File: src/rtl/morse_player.sv
// morse_player: plays one Morse word of up to five symbols on a lamp/buzzer.
// Optional feature: define MORSE_PLAYER_LETTER_GAP_EN to append a letter gap
// of two extra ticks after the last symbol gap before done is pulsed.
// Ports:
//   clk    system clock, rising edge
//   reset  asynchronous, active-high reset
//   start  one-cycle play request, accepted only while idle
//   code   word: five 2-bit pairs, MSB pair first, {valid, long}
//   tick   one-cycle unit-time enable
//   lamp   registered lamp/buzzer drive
//   busy   registered, high while the word is being played
//   done   registered one-cycle end-of-word pulse
module morse_player #(
  parameter int unsigned DOT_UNITS  = 1,
  parameter int unsigned DASH_UNITS = 3,
  parameter int unsigned GAP_UNITS  = 1
) (
  input  logic       clk,
  input  logic       reset,
  input  logic       start,
  input  logic [9:0] code,
  input  logic       tick,
  output logic       lamp,
  output logic       busy,
  output logic       done
);

  localparam int unsigned MAX_SYMBOLS = 5;

  localparam logic [2:0] S_IDLE  = 3'd0;
  localparam logic [2:0] S_FETCH = 3'd1;
  localparam logic [2:0] S_ON    = 3'd2;
  localparam logic [2:0] S_GAP   = 3'd3;
  localparam logic [2:0] S_DONE  = 3'd4;
`ifdef MORSE_PLAYER_LETTER_GAP_EN
  localparam logic [2:0] S_LGAP  = 3'd5;
  localparam int unsigned LGAP_UNITS = 2;
`endif

  logic [2:0] state, state_nx;
  logic [9:0] shreg, shreg_nx;
  logic [2:0] sym_cnt, sym_cnt_nx;
  logic [3:0] unit_cnt, unit_cnt_nx;
  logic       lamp_nx, busy_nx, done_nx;

  // State and output registers
  always_ff @(posedge clk or posedge reset) begin
    if (reset) begin
      state    <= S_IDLE;
      shreg    <= '0;
      sym_cnt  <= '0;
      unit_cnt <= '0;
      lamp     <= 1'b0;
      busy     <= 1'b0;
      done     <= 1'b0;
    end else begin
      state    <= state_nx;
      shreg    <= shreg_nx;
      sym_cnt  <= sym_cnt_nx;
      unit_cnt <= unit_cnt_nx;
      lamp     <= lamp_nx;
      busy     <= busy_nx;
      done     <= done_nx;
    end
  end

  // Next-state and next-output logic
  always_comb begin
    state_nx    = state;
    shreg_nx    = shreg;
    sym_cnt_nx  = sym_cnt;
    unit_cnt_nx = unit_cnt;
    lamp_nx     = lamp;
    done_nx     = 1'b0;

    case (state)
      S_IDLE: begin
        if (start) begin
          shreg_nx   = code;
          sym_cnt_nx = 3'd0;
          state_nx   = S_FETCH;
        end
      end

      // Decode the top pair; tick is deliberately ignored here.
      S_FETCH: begin
        if (shreg[9] && (sym_cnt != 3'(MAX_SYMBOLS))) begin
          unit_cnt_nx = shreg[8] ? 4'(DASH_UNITS) : 4'(DOT_UNITS);
          lamp_nx     = 1'b1;
          state_nx    = S_ON;
        end else begin
`ifdef MORSE_PLAYER_LETTER_GAP_EN
          unit_cnt_nx = 4'(LGAP_UNITS);
          state_nx    = S_LGAP;
`else
          done_nx     = 1'b1;
          state_nx    = S_DONE;
`endif
        end
      end

      S_ON: begin
        if (tick) begin
          if (unit_cnt == 4'd1) begin
            lamp_nx     = 1'b0;
            unit_cnt_nx = 4'(GAP_UNITS);
            state_nx    = S_GAP;
          end else begin
            unit_cnt_nx = unit_cnt - 4'd1;
          end
        end
      end

      // Last gap tick moves to the next pair.
      S_GAP: begin
        if (tick) begin
          if (unit_cnt == 4'd1) begin
            shreg_nx    = {shreg[7:0], 2'b00};
            sym_cnt_nx  = sym_cnt + 3'd1;
            state_nx    = S_FETCH;
          end else begin
            unit_cnt_nx = unit_cnt - 4'd1;
          end
        end
      end

`ifdef MORSE_PLAYER_LETTER_GAP_EN
      // Extra silence that stretches the final symbol gap to a letter gap.
      S_LGAP: begin
        if (tick) begin
          if (unit_cnt == 4'd1) begin
            done_nx  = 1'b1;
            state_nx = S_DONE;
          end else begin
            unit_cnt_nx = unit_cnt - 4'd1;
          end
        end
      end
`endif

      // One-cycle done; start is not sampled here.
      S_DONE: begin
        lamp_nx  = 1'b0;
        state_nx = S_IDLE;
      end

      default: begin
        lamp_nx  = 1'b0;
        state_nx = S_IDLE;
      end
    endcase

    busy_nx = (state_nx == S_FETCH) || (state_nx == S_ON) || (state_nx == S_GAP);
`ifdef MORSE_PLAYER_LETTER_GAP_EN
    if (state_nx == S_LGAP) busy_nx = 1'b1;
`endif
  end

endmodule

File: config.mk
export PLATFORM = sky130hd
export DESIGN_NAME = morse_player
export DESIGN_NICKNAME = d
export VERILOG_FILES = /design/src/rtl/morse_player.sv
export SDC_FILE = /design/constraint.sdc
export NUM_CORES = 1
export LEC_CHECK = 0
export CAP_MARGIN = 20
export CELL_PAD_IN_SITES_DETAIL_PLACEMENT = 1
export CELL_PAD_IN_SITES_GLOBAL_PLACEMENT = 1
export CORE_MARGIN = 4
export CORE_UTILIZATION = 46
export CTS_CLUSTER_SIZE = 8
export DETAILED_ROUTE_END_ITERATION = 10
export GPL_TIMING_DRIVEN = 0
export PLACE_DENSITY_LB_ADDON = 0.1
export SLEW_MARGIN = 10
export SYNTH_ARGS = -nofsm -noshare
export SYNTH_HDL_FRONTEND = slang
export SYNTH_SLANG_ARGS = --single-unit
File: constraint.sdc
create_clock -name clk -period 3.23 [get_ports clk]
set_clock_uncertainty 0.2 [all_clocks]
set_input_delay 0.4845 -clock clk [delete_from_list [all_inputs] [get_ports clk]]
set_output_delay 0.4845 -clock clk [all_outputs]
set_load 0.05 [all_outputs]
==> summary.md, run 1 <==
| Metric | Value |
|---|---|
| Status | finished, final reports clean |
| # IOs | 17 |
| CP top delay family | buffers and inverters |
| # port buffers | 16 |
| Fin crit period | 2.16 ns |
| Final antenna-violating net count | 0 |
| VDD IR max | 0.511 mV |
| Switching part of the total | 0.393 |
| Die Y | 61.1 µm |
| Crit path kind | reg -> out |
| Fill cells | 282 |
| CTS root buf | clkbuf_4 |
| P_sw | 0.545 mW |
| Std-Cell Rows | 18 |
| Final net count | 149 |
| Clock Tree Buf Depth | 2 |
| Cell taking the most area after synthesis | dfrtp_1 |
| Worst setup SP type | flip-flop |
| Unique masters post-synth | 38 |
| # hold bufs at CTS | 0 |
| Area occupied by multi-input gates | 622 µm² |
| Clock share of power | 0.099 |
| Setup_tns | 0 ns |
| Setup WS post-layout | 1.07 ns |
| Setup-failing EPs final | 0 |
| Sequential share of the synthesized area | 0.444 |
| Worst slew pin tran | 0.873 ns |
| Fin. Hold Viols | 0 |
| Asr flop ratio synth | 1.00 |
| Sequential power share | 0.372 |
| Relative slew slack | 0.417 |
| Syn_area_per_cell | 11.8 µm² |
| Post-CTS setup buffers | 0 |
| Final GP Congestion | 0.840 |
| Post-synth EDFFs | 0 |
| Critical path, cell by cell | clkdlybuf4s50_1 |
| Avg Vias per Cell | 5.68 |
| Vias | 909 |
| Clk_lat worst skew | 0.31 ns |
| DRC viols | 0 |
| Layout cells sized above 1 | 0.231 |
| PD cells | 912 nW/µm² |
| Mapped Cells | 110 |
| Num CTS Buffers | 3 |
| Hold Path Class | reg -> reg |
| Max cap viols | 0 |
| Cell leakage power | 0.679 nW |
| Starting density of the core | 0.500 |
| Post_cts resized | 0 |
| Critical Path RT | 2.55 ns |
| Largest net degree at the start of global routing | 24 |
| Layout area overhead | 17.3% |
| Most common cell in the synthesized netlist | dfrtp_1 |
| Clk pin slew, worst setup/hold paths | 0.14 ns |
| Post-DP HPWL | 2060 µm |
| Slew Limit Fails | 0 |
| P_int | 0.842 mW |
| Drt initial violations | 32 |
| Area occupied by registers | 576 µm² |
| RSZ-0062 raised after global routing | false |
| Initial antenna violation count | 0 |
| Max FO, Critical Path | 2 |
| Placed cells | 156 |
| Commonest cells post-synth | dfrtp_1 (23), inv_1 (12), mux2_2 (12) |
| CP bufs+invs | 1 |
| Post-synthesis cell area | 1300 µm² |
| H-tree depth | 1 |
| Antenna diodes | 0 |
| Yosys reg bits | 23 |
| Post-Place Setup Slack | 0.777 ns |
| Non-filler cells, final | 160 |
| CP arrival | 1.47 ns |
| GRT overflow | 0 |
| Crit. End Element | output port |
| First-pass GRT wire length | 4620 µm |
| Total core area | 2590 µm² |
| Total GRT Usage | 0.168 |
| Ys Warns | 0 |
| WL per Instance | 16.9 µm |
| CTS tree | done |
| Vias in the first global route | 964 |
| Most used DFF post-synth | dfrtp_1 |
| Delay of the slowest critical-path stage | 0.80 ns |
| Clk sinks | 23 |
| Fin crit share | 0.668 |
| Yosys top cell area share | 0.444 |
| Area contributors post-synth | dfrtp_1 (44%), mux2_2 (10%), mux2_4 (6.9%), ha_1 (3.9%), inv_1 (3.5%) |
| Comb power frac | 0.530 |
| Max Freq | 464 MHz |
| Syn nets | 128 |
| Detailed Routing Iterations Pass 1 | 4 |
| Worst path slowest cell | clkdlybuf4s50_1 |
| Final WL | 2700 µm |
| Die Wd | 61.1 µm |
| Die Area | 3730 µm² |
==> metal layers <==
metal | global-route usage | vias to the layer above | share of wire
met2 | 0.275 | 15 | 0.49
li1 | - | 430 | -
met5 | 0 | - | 0
met4 | 0.0557 | 0 | 0.021
met3 | 0.0294 | 6 | 0.038
met1 | 0.226 | 458 | 0.46
==> sequential cells by signal, summed over array words and instances, names as in the netlist <==
register	count
busy	1
unit_cnt	4
state	3
sym_cnt	3
lamp	1
done	1
shreg	10
==> worst register-to-register path: stages, from the launching register on <==
cell	delay, ns
dfrtp_1	0.41
inv_1	0.11
ha_1	0.21
nand4bb_1	0.27
o22ai_4	0.32
buf_12	0.19
mux2_4	0.30
==> power groups by stage <==
stage          registers [mW]  logic (mW)  clock network, mW
6_report                0.515       0.734              0.137
3_3_place_gp            0.509       0.701                  0
5_1_grt                 0.537       0.799              0.153
2_1_floorplan           0.550       0.521                  0
3_5_place_dp            0.524       0.737                  0
4_1_cts                 0.517       0.741              0.143
==> cell type report <==
type	instances	share of cell area
Buffer	5	0.0354
Inverter	12	0.0296
Clock buffer	4	0.0173
Multi-Input combinational cell	70	0.409
Tap cell	30	0.0247
Sequential cell	23	0.379
Timing Repair Buffer	16	0.105
==> cells in the final DEF, fill, tap and decap left out, types with 2 or more instances in the layout <==
master / count
dfrtp_1: 23
clkbuf_1: 2
nor4_1: 2
a21oi_1: 3
clkdlybuf4s50_1: 16
mux2_2: 12
buf_6: 2
clkbuf_4: 3
mux2_4: 6
nor2_1: 4
ha_1: 4
o21ai_0: 5
inv_1: 12
nand2_1: 6
mux2i_1: 3
nor3b_1: 2
and2_1: 2
==> logic make-up after synthesis <==
group | share of synthesized area
AND/OR/NAND/NOR | 0.142
flip-flops | 0.444
buffers and inverters | 0.0763
multiplexers | 0.197
AO/OA/AOI/OAI | 0.102
adder cells (fa/ha/maj) | 0.0386
==> path summary, 6_finish.rpt <==
check,startpoint,endpoint,slack [ns],cells past startpoint
worst max-delay path,lamp,lamp,1.07,1
worst min-delay path,shreg[9],shreg[9],0.32,1
worst max register to register,unit_cnt[1],shreg[2],1.11,6
worst min register to register,shreg[9],shreg[9],0.32,1
max in group asynchronous,reset,sym_cnt[1],1.85,2
min in group asynchronous,reset,unit_cnt[2],0.44,2
==> stage by stage <==
stage / hold slack (ns) / utilization / cell area, µm² / power (mW)
3_3_place_gp: 0.287 / 0.577 / 1490 / 1.21
6_report: 0.318 / 0.587 / 1520 / 1.39
5_1_grt: 0.342 / 0.587 / 1520 / 1.49
2_1_floorplan: 0.274 / - / 1300 / 1.07
3_5_place_dp: 0.295 / 0.577 / 1490 / 1.26
4_1_cts: 0.321 / 0.587 / 1520 / 1.40
Note: power is estimated with default switching activity, not from simulation.
==> run 2: changes to the inputs <==
--- a/config.mk
+++ b/config.mk
@@ -9,7 +9,7 @@
 export CELL_PAD_IN_SITES_DETAIL_PLACEMENT = 1
 export CELL_PAD_IN_SITES_GLOBAL_PLACEMENT = 1
 export CORE_MARGIN = 4
-export CORE_UTILIZATION = 46
+export CORE_UTILIZATION = 43
 export CTS_CLUSTER_SIZE = 8
 export DETAILED_ROUTE_END_ITERATION = 10
 export GPL_TIMING_DRIVEN = 0
==> constraint.sdc (replaced) <==
create_clock -name clk -period 2.2 [get_ports clk]
set_clock_uncertainty 0.2 [all_clocks]
set_input_delay 0.33 -clock clk [delete_from_list [all_inputs] [get_ports clk]]
set_output_delay 0.33 -clock clk [all_outputs]
set_load 0.05 [all_outputs]
==> summary.md, run 2 (same netlist as run 1, synthesis figures left out) <==
| Metric | Value |
|---|---|
| Status | finished, final reports clean |
| # port buffers | 16 (unchanged) |
| Final GP Congestion | 0.739 (-12%) |
| Clk pin slew, worst setup/hold paths | 0.13 ns (about the same) |
| Slew Limit Fails | 0 (unchanged) |
| CTS tree | done |
| P_sw | 0.805 mW (+48%) |
| Starting density of the core | 0.458 (-0.0423) |
| Max cap viols | 0 (unchanged) |
| Fin crit period | 2.04 ns |
| Detailed Routing Iterations Pass 1 | 3 (-1) |
| Initial antenna violation count | 0 (unchanged) |
| Std-Cell Rows | 19 (+1) |
| Fin. Hold Viols | 0 (unchanged) |
| Commonest non-fill, non-tap cell in the layout | dfrtp_1 |
| Antenna diodes | 0 (unchanged) |
| H-tree depth | 1 (unchanged) |
| Vias in the first global route | 961 (-0.31%) |
| Clk_lat worst skew | 0.31 ns (about the same) |
| Most flop-heavy register | shreg |
| Vias | 867 (-4.6%) |
| Top flop regs | shreg x10, unit_cnt x4 |
| Avg Vias per Cell | 5.39 (-5.2%) |
| Max Freq | 489 MHz |
| # IOs | 17 (unchanged) |
| Comb power frac | 0.535 (+0.005) |
| Layout cells sized above 1 | 0.254 (+0.0231) |
| Max FO, Critical Path | 4 (+2) |
| Worst flop-to-flop path startpoint | unit_cnt[1] |
| P_int | 1.24 mW (+48%) |
| Post-DP HPWL | 2030 µm (-1.3%) |
| Worst slew pin tran | 0.879 ns (+0.00615 ns) |
| Die Wd | 62.9 µm (+3.0%) |
| Cell leakage power | 0.684 nW (+0.72%) |
| Commonest non-fill, non-tap cells in the layout | dfrtp_1 (23), clkdlybuf4s50_1 (16), inv_1 (12), mux2_2 (12) |
| Setup_tns | 0 ns (unchanged) |
| Hold Path Class | in -> async |
| Reg2reg setup slack | 0.16 ns (-0.95 ns) |
| Fin crit share | 0.929 |
| CTS root buf | clkbuf_4 |
| First-pass GRT wire length | 4820 µm (+4.2%) |
| Worst setup SP type | flip-flop |
| VDD IR max | 0.528 mV (+3.2%) |
| Clk sinks | 23 (unchanged) |
| DRC viols | 0 (unchanged) |
| Worst reg2reg path endpoint | unit_cnt[1] |
| Num CTS Buffers | 3 (unchanged) |
| Setup-failing EPs final | 0 (unchanged) |
| CP arrival | 2.09 ns (+0.62 ns) |
| PnR Total Power | 2.05 mW (+48%) |
| PD cells | 1330 nW/µm² (+46%) |
| Number of flip-flops in the largest register | 10 (unchanged) |
| Drt initial violations | 28 (-13%) |
| Clock Tree Buf Depth | 2 (unchanged) |
| Crit path kind | reg -> reg |
| Die Area | 3960 µm² (+6.0%) |
| Final antenna-violating net count | 0 (unchanged) |
| Relative slew slack | 0.413 (-0.00410) |
| WL per Instance | 17.2 µm (+1.6%) |
| Switching part of the total | 0.393 (about the same) |
| Final WL | 2760 µm (+2.3%) |
| Clock share of power | 0.097 (-0.002) |
| Crit. End Element | flip-flop |
| Reg2Reg Depth | 5 (-1) |
| Non-filler cells, final | 161 (+0.63%) |
| Critical Path RT | 2.24 ns (-0.31 ns) |
| Die Y | 62.9 µm (+3.0%) |
| Total core area | 2830 µm² (+9.2%) |
| Total GRT Usage | 0.153 (-0.0150) |
| GRT overflow | 0 (unchanged) |
| Sequential power share | 0.368 (-0.004) |
| Placed cells | 157 (+0.64%) |
| Largest net degree at the start of global routing | 24 (unchanged) |
| Final net count | 149 (unchanged) |
| Layout area overhead | 18.4% |
run 2: cell count changes in the layout (fill, tap and decap cells not counted), sizes merged:
cell,change
clkinv,+1
clkbuf,-1
run 2: worst max-delay path, cell delays in order (launching register included):
cell	delay [ns]
dfrtp_1	0.40
inv_1	0.09
ha_1	0.24
or4bb_1	0.54
a32oi_2	0.30
mux2i_1	0.21
run 2: routing by layer:
layer,GRT usage,vias up,share of wire
met1,0.216,427,0.49
met5,0,-,0
met4,0.0413,0,0.0065
met2,0.236,9,0.48
li1,-,429,-
met3,0.0324,2,0.023
run 2: per-stage QoR:
step	instance area [µm²]	setup slack, ns	util	hold WS, ns
after floorplan	1300	0.318	-	0.132
after detailed placement	1500	-0.0867	0.529	0.294
after global placement	1500	-0.0573	0.529	0.290
final	1540	0.157	0.543	0.304
after global routing	1540	-0.00417	0.543	0.349
after CTS	1520	0.0974	0.538	0.330
run 2: worst max path at each step:
stage / slack (ns) / depth (start not counted) / from / to
2_1_floorplan: 0.32 / 5 / state[1] / shreg[2]
3_3_place_gp: -0.06 / 5 / start / shreg[4]
3_5_place_dp: -0.09 / 5 / start / shreg[4]
4_1_cts: 0.1 / 6 / unit_cnt[1] / shreg[4]
5_1_grt: -0.004 / 5 / unit_cnt[1] / unit_cnt[1]
6_report: 0.16 / 5 / unit_cnt[1] / unit_cnt[1]
run 2: power by group through the flow:
stage | Clock [mW] | Sequential, mW | Combinational, mW
after detailed placement | 0 | 0.763 | 1.08
after global placement | 0 | 0.749 | 1.04
after global routing | 0.230 | 0.787 | 1.20
final | 0.199 | 0.753 | 1.10
after floorplan | 0 | 0.807 | 0.765
after CTS | 0.210 | 0.752 | 1.08
run 2: area by class of cell:
cell class	count	area (µm²)
inverters	12	45.0
multi-input cells	70	634
clock buffers	3	22.5
well taps	31	38.8
clock inverters	1	5.00
fillers	310	1290
flip-flops and latches	23	576
plain buffers	5	53.8
repair buffers	16	160
run 2: repair_timing:
item | 4_1_cts | 5_1_grt
endpoints found under the setup margin | 0 | 8
endpoints found under the hold margin | 0 | 0
setup buffers | 0 | 0
gates resized for setup | 0 | 3
hold buffers | 0 | 0
